[src/rtl/c1541_track_loader.sv]
// Track-buffer manager for the 1541 GCR stage: writes back dirty sectors of the old track and
// loads every sector of the new track into port B of the dual-port track buffer.
module c1541_track_loader #(
  parameter int unsigned NUM_TRACKS = 35
) (
  input  logic        clk32,
  input  logic        reset,
  input  logic [5:0]  track,
  input  logic        img_mounted,
  input  logic        img_present,
  input  logic        wp,
  input  logic [4:0]  gcr_sector,
  input  logic        gcr_we,
  output logic        ram_ready,
  output logic        busy,
  output logic [9:0]  sd_lba,
  output logic        sd_rd,
  output logic        sd_wr,
  input  logic        sd_ack,
  input  logic [7:0]  sd_buff_addr,
  input  logic [7:0]  sd_buff_dout,
  input  logic        sd_buff_wr,
  output logic [12:0] buf_addr,
  output logic        buf_we,
  output logic [7:0]  buf_din,
  input  logic [7:0]  buf_dout
);

  typedef enum logic [2:0] {
    StIdle, StFlushReq, StFlushXfer, StLoadReq, StLoadXfer, StReady
  } state_e;

  state_e      state_q, state_d;
  logic [20:0] dirty_q, dirty_d;
  logic [5:0]  loaded_q, loaded_d;
  logic [5:0]  target_q, target_d;
  logic [4:0]  sector_q, sector_d;
  logic [9:0]  lba_q, lba_d;
  logic        rd_q, rd_d, wr_q, wr_d;
  logic        ack_q, mount_q, mount_d;
  logic        ack_fall, track_valid;
  logic [4:0]  first_dirty;

  // The host samples buf_dout directly; nothing here consumes it.
  logic unused_buf_dout;
  assign unused_buf_dout = ^buf_dout;

  function automatic logic [4:0] spt(input logic [5:0] t);
    if (t <= 6'd17)      return 5'd21;
    else if (t <= 6'd24) return 5'd19;
    else if (t <= 6'd30) return 5'd18;
    else                 return 5'd17;
  endfunction

  function automatic logic [9:0] base(input logic [5:0] t);
    logic [9:0] tt;
    tt = {4'd0, t};
    if (t == 6'd0)       return 10'd0;
    else if (t <= 6'd17) return (tt - 10'd1) * 10'd21;
    else if (t <= 6'd24) return 10'd357 + (tt - 10'd18) * 10'd19;
    else if (t <= 6'd30) return 10'd490 + (tt - 10'd25) * 10'd18;
    else                 return 10'd598 + (tt - 10'd31) * 10'd17;
  endfunction

  function automatic logic [4:0] lowest(input logic [20:0] m);
    logic [4:0] r;
    r = 5'd0;
    for (int i = 20; i >= 0; i--) begin
      if (m[i]) r = 5'(i);
    end
    return r;
  endfunction

  assign ack_fall    = ack_q & ~sd_ack;
  assign track_valid = (track != 6'd0) && (32'(track) <= NUM_TRACKS);

  always_comb begin
    state_d     = state_q;
    dirty_d     = dirty_q;
    loaded_d    = loaded_q;
    target_d    = target_q;
    sector_d    = sector_q;
    lba_d       = lba_q;
    rd_d        = rd_q;
    wr_d        = wr_q;
    mount_d     = mount_q | img_mounted;
    first_dirty = 5'd0;

    unique case (state_q)
      StIdle: begin
        mount_d = 1'b0;
        if (img_present && track_valid && track != loaded_q && !img_mounted) begin
          if (dirty_q != '0) begin
            first_dirty = lowest(dirty_q);
            state_d     = StFlushReq;
            sector_d    = first_dirty;
            lba_d       = base(loaded_q) + {5'd0, first_dirty};
          end else begin
            state_d  = StLoadReq;
            target_d = track;
            sector_d = 5'd0;
            lba_d    = base(track);
            loaded_d = '0;
          end
        end
      end
      StFlushReq: begin
        wr_d = 1'b1;
        if (sd_ack) state_d = StFlushXfer;
      end
      StFlushXfer: begin
        if (ack_fall) begin
          wr_d              = 1'b0;
          dirty_d[sector_q] = 1'b0;
          if (mount_d) begin
            state_d = StIdle;
            mount_d = 1'b0;
          end else if (dirty_d != '0) begin
            first_dirty = lowest(dirty_d);
            state_d     = StFlushReq;
            sector_d    = first_dirty;
            lba_d       = base(loaded_q) + {5'd0, first_dirty};
          end else if (track_valid && img_present) begin
            state_d  = StLoadReq;
            target_d = track;
            sector_d = 5'd0;
            lba_d    = base(track);
            loaded_d = '0;
          end else begin
            state_d  = StIdle;
            loaded_d = '0;
          end
        end
      end
      StLoadReq: begin
        rd_d = 1'b1;
        if (sd_ack) state_d = StLoadXfer;
      end
      StLoadXfer: begin
        if (ack_fall) begin
          rd_d = 1'b0;
          if (mount_d) begin
            state_d = StIdle;
            mount_d = 1'b0;
          end else if (sector_q == spt(target_q) - 5'd1) begin
            loaded_d = target_q;
            state_d  = (track == target_q) ? StReady : StIdle;
          end else if (track != target_q) begin
            // Abandon the rest of this track; IDLE restarts the load for the new one.
            state_d = StIdle;
          end else begin
            state_d  = StLoadReq;
            sector_d = sector_q + 5'd1;
            lba_d    = lba_q + 10'd1;
          end
        end
      end
      StReady: begin
        mount_d = 1'b0;
        if (gcr_we && !wp && gcr_sector < spt(loaded_q)) dirty_d[gcr_sector] = 1'b1;
        if (track != loaded_q) state_d = StIdle;
      end
      default: state_d = StIdle;
    endcase

    // A new image invalidates the buffer without write-back.
    if (img_mounted) begin
      dirty_d  = '0;
      loaded_d = '0;
    end
  end

  always_ff @(posedge clk32) begin
    if (reset) begin
      state_q  <= StIdle;
      dirty_q  <= '0;
      loaded_q <= '0;
      target_q <= '0;
      sector_q <= '0;
      lba_q    <= '0;
      rd_q     <= 1'b0;
      wr_q     <= 1'b0;
      ack_q    <= 1'b0;
      mount_q  <= 1'b0;
    end else begin
      state_q  <= state_d;
      dirty_q  <= dirty_d;
      loaded_q <= loaded_d;
      target_q <= target_d;
      sector_q <= sector_d;
      lba_q    <= lba_d;
      rd_q     <= rd_d;
      wr_q     <= wr_d;
      ack_q    <= sd_ack;
      mount_q  <= mount_d;
    end
  end

  assign sd_rd     = rd_q;
  assign sd_wr     = wr_q;
  assign sd_lba    = lba_q;
  assign busy      = (state_q != StIdle) && (state_q != StReady);
  assign ram_ready = (state_q == StReady) && (loaded_q == track) && img_present;
  assign buf_addr  = {sector_q, sd_buff_addr};
  assign buf_din   = sd_buff_dout;
  assign buf_we    = sd_buff_wr & sd_ack & (state_q == StLoadXfer);

endmodule

[config.mk]
export PLATFORM = sky130hd
export DESIGN_NAME = c1541_track_loader
export DESIGN_NICKNAME = d
export VERILOG_FILES = /design/src/rtl/c1541_track_loader.sv
export SDC_FILE = /design/constraint.sdc
export NUM_CORES = 1
export LEC_CHECK = 0
export BUFFER_PORTS_ARGS = -buffer_cell sky130_fd_sc_hd__buf_4
export CAP_MARGIN = 20
export CORE_MARGIN = 4
export CORE_UTILIZATION = 65
export DETAILED_ROUTE_END_ITERATION = 6
export PLACE_DENSITY = 0.84
export SLEW_MARGIN = 20
export SYNTH_ARGS = -nofsm -noshare
export SYNTH_HDL_FRONTEND = slang
export SYNTH_SLANG_ARGS = --single-unit
[constraint.sdc]
create_clock -name clk32 -period 9 [get_ports clk32]
set_clock_uncertainty 0.2 [all_clocks]
set_input_delay 0.9 -clock clk32 [delete_from_list [all_inputs] [get_ports clk32]]
set_output_delay 0.9 -clock clk32 [all_outputs]
set_load 0.01 [all_outputs]
==> summary.txt <==
Result of the run - finished clean
CTS HTree Levels - 2
Min Clock Period, post-route - 5.77 ns
Peak clock frequency supported by timing - 173 MHz
Fraction of registers with async set/reset - 0%
Ranking of synthesized cells by area - ha_1, dfxtp_1, xnor2_1, fa_1, a21oi_1
Req. time, crit path - 8.99 ns
Dominant cell type by area after synthesis - ha_1
Min-Delay Path Class - flop to flop
Pin count of the biggest net entering global routing - 30
Power per cell area - 112 nW/um^2
Fraction of synthesized cell area taken by the top area cell type - 18.1%
Global routing usage summed across all routing layers - 29.3%
Final Hold Vio Count - 0
Fraction of the cycle the final worst path needs - 64.1%
Number of hold-repair buffers added at the cts stage - 0
Die Outline Area - 17100 um^2
Share of layout cells above drive strength 1 - 6.80%
List of cells traversed by the critical path - inv_1, ha_1, xor2_1, ha_1, ha_1, inv_1, fa_1, fa_1, inv_1, ha_1, or3_1, o221ai_1, mux2i_1, o211ai_1, nor2_1, nand4_1, a22oi_1, mux2i_1, o31a_1
Worst R2R Start - loaded_q[1]$_SDFFE_PP0P_
Final-report setup violation count - 0
Count of buffers from port buffering - 38
Global placement routability congestion - 0.937
Crit path capture - sd_lba[9]$_SDFFE_PP0P_
Post-synth EDFFs - 0
Most common cell type on the critical path - ha_1
Layout area overhead - 3.63%
CTS sink count - 55
Endpoint of the lowest-slack register-to-register path - sd_lba[9]$_SDFFE_PP0P_
Antenna Violating Nets Remaining - 0
Area of the core region - 14600 um^2
Stage delay of the slowest cell on the critical path - 0.72 ns
Unrepaired setup endpoints after global routing - false
Wire length of the first global-routing pass - 41.1 mm
Detailed Route Iter0 Violations - 1052
Critical path capture point type - flop
Critical path class - flop to flop
Portion of the post-synthesis area used by sequential elements - 11.2%
Routed via count divided by cell count - 6.51
Most common flop cell mapped by yosys - dfxtp_1
Root Driver - clkbuf_16
Critical Path Slowest Stage Cell - dfxtp_1
Die Span Y - 131 um
Worst skew pair latency - 0.30 ns
Reported leakage power - 4.54 nW
Average routed wire per standard cell - 17.6 um
Clk slew on worst S/H paths - 0.08 ns
Number of synthesis warnings - 0
Number of primary I/O pins - 79
Synth Register Bits - 55
Antenna violations before repair - 0
Synthesized area per cell - 7.78 um^2
Count of distinct cell types in the synthesized netlist - 92
DR pass1 iterations - 5
R2R Setup Slk - 3.23 ns
Number of remaining DRC errors - 0
Startpoint of the most critical setup path - loaded_q[1]$_SDFFE_PP0P_
Die boundary width - 131 um
Cell area after synthesis - 9800 um^2
CTS tree - built
Arr. time, crit path - 5.76 ns
Tightest Pin Transition - 0.977 ns
Via count - 9240
Maximum buffer depth of the clock tree - 2
Final net count - 1443
DP Area - 9990 um^2
Initial Utilization - 66.9%
Synthesized instance count - 1259
Total negative slack for setup checks - 0 ns
Maximum vdd ir drop - 0.106 mV
CP max FO - 15
Design Area, Final - 10200 um^2
Inserted Diodes - 0
Vias in the first global route - 8378
Synthesized Nets - 1468
Normalized max-slew margin - 34.8%
Number of standard-cell rows in the floorplan - 44
Logic depth of the worst register-to-register path - 19
Max-cap check violation count - 0
Nature of the critical path startpoint - flop
Detail Placement HPWL - 19.3 mm
Post-CTS setup repair buffer count - 0
Aggregate routed wire length - 25.0 mm
Final number of max-transition violations - 0
TritonCTS Buffers - 5
Overflow left after global routing - 0
PostCTS Resize Cnt - 0
[cells in the mapped netlist (all sizes together) (8+ instances only)]
library cell  instances
a211oi               39
a21o                 14
a221oi               11
fa                   24
clkbuf               33
a21oi                91
nand3b                8
a31oi                 9
ha                  142
nor2b                16
inv                 119
nand2b               23
o21bai                8
nor2                 75
xnor2                75
nand2                86
nand4                13
o211ai                9
a41oi                11
o21ai                50
dfxtp                55
and2                  9
buf                  44
nand3                27
nor3                 32
or3                  10
mux2i                17
nor4                  9
a22oi                13
xor2                 51
[sequential cells by signal, summed over array words and instances, names as in the netlist]
name,count
dirty_q,21
sd_lba,10
loaded_q,6
target_q,6
sector_q,5
state_q,3
ack_q,1
mount_q,1
sd_rd,1
sd_wr,1
[critical path, delay by kind of cell (launching register included)]
kind / cells / cell delay (ns)
AO/OA/AOI/OAI: 4 / 0.91
XOR/XNOR: 1 / 0.21
adder cells (fa/ha/maj): 6 / 2.00
buffers and inverters: 3 / 0.37
flip-flops: 1 / 0.72
multiplexers: 2 / 0.39
AND/OR/NAND/NOR: 3 / 0.86
[through the flow]
stage	instances	worst slack [ns]	utilization, %	total power, mW	hold slack [ns]
floorplan	1259	3.46	-	0.759	0.295
global placement	1411	3.38	68.2	0.884	0.272
detailed placement	1411	3.34	68.2	0.899	0.282
CTS	1419	3.30	69.3	1.13	0.294
global route	1419	2.80	69.3	1.21	0.320
finish	1419	3.23	69.3	1.14	0.295
[layout make-up]
| class | instances | area (um^2) |
|---|---|---|
| Sequential cell | 55 | 1100 |
| Inverter | 120 | 450 |
| Clock inverter | 2 | 38.8 |
| Multi-Input combinational cell | 1007 | 7870 |
| Clock buffer | 6 | 129 |
| Tap cell | 184 | 230 |
| Fill cell | 1234 | 4490 |
| Timing Repair Buffer | 45 | 338 |
[report_power, final]
part | internal (mW) | switching (mW)
clock network | 0.133 | 0.0997
logic | 0.262 | 0.317
registers | 0.266 | 0.0594
total | 0.660 | 0.476
[cells by family (layout without fill, tap and decap cells)]
kind of cell             after synthesis  in the layout  share of synthesized area, %
AND/OR/NAND/NOR                      364            364                          20.2
AO/OA/AOI/OAI                        330            330                          23.1
buffers and inverters                197            173                          8.58
adder cells (fa/ha/maj)              166            166                          23.0
XOR/XNOR                             129            129                          12.0
flip-flops                            55             55                          11.2
multiplexers                          18             18                          1.85
[how the worst min path moves through the flow]
| stage | startpoint | end | depth (start not counted) |
|---|---|---|---|
| 2_1_floorplan | dirty_q[18]$_SDFFE_PP0P_ | dirty_q[18]$_SDFFE_PP0P_ | 2 |
| 3_3_place_gp | sd_rd$_SDFFE_PP0P_ | sd_rd$_SDFFE_PP0P_ | 2 |
| 3_5_place_dp | sd_rd$_SDFFE_PP0P_ | sd_rd$_SDFFE_PP0P_ | 2 |
| 4_1_cts | sd_rd$_SDFFE_PP0P_ | sd_rd$_SDFFE_PP0P_ | 2 |
| 5_1_grt | sd_rd$_SDFFE_PP0P_ | sd_rd$_SDFFE_PP0P_ | 2 |
| 6_report | sd_rd$_SDFFE_PP0P_ | sd_rd$_SDFFE_PP0P_ | 2 |
[cell usage in the layout, fill, tap and decap left out, types with 8 or more instances in the layout]
master      n
nor2b_1    16
nand4_1    12
a22oi_1    12
nand2_1    86
a221oi_1    9
a31oi_1     9
and2_1      9
xnor2_1    75
nor3_1     27
a211oi_1   38
nand2b_1   23
o211ai_1    9
nand3b_1    8
dfxtp_1    55
o21bai_1    8
a21o_1     14
ha_1      142
nor2_1     74
a41oi_1    10
or3_1      10
inv_1     118
a21oi_1    90
nor4_1      9
o21ai_1     9
o21ai_0    41
mux2i_1    17
xor2_1     51
nand3_1    27
fa_1       24
buf_4      45
[per-layer routing]
layer  vias up  share of wire (%)  global-route usage [%]
met5         -                  0                       0
met1      4312                 43                    39.6
met4         0                3.2                    10.3
li1       4473                  -                       -
met2       390                 47                    48.8
met3        65                6.6                    2.97
Note: power is estimated with default switching activity, not from simulation.
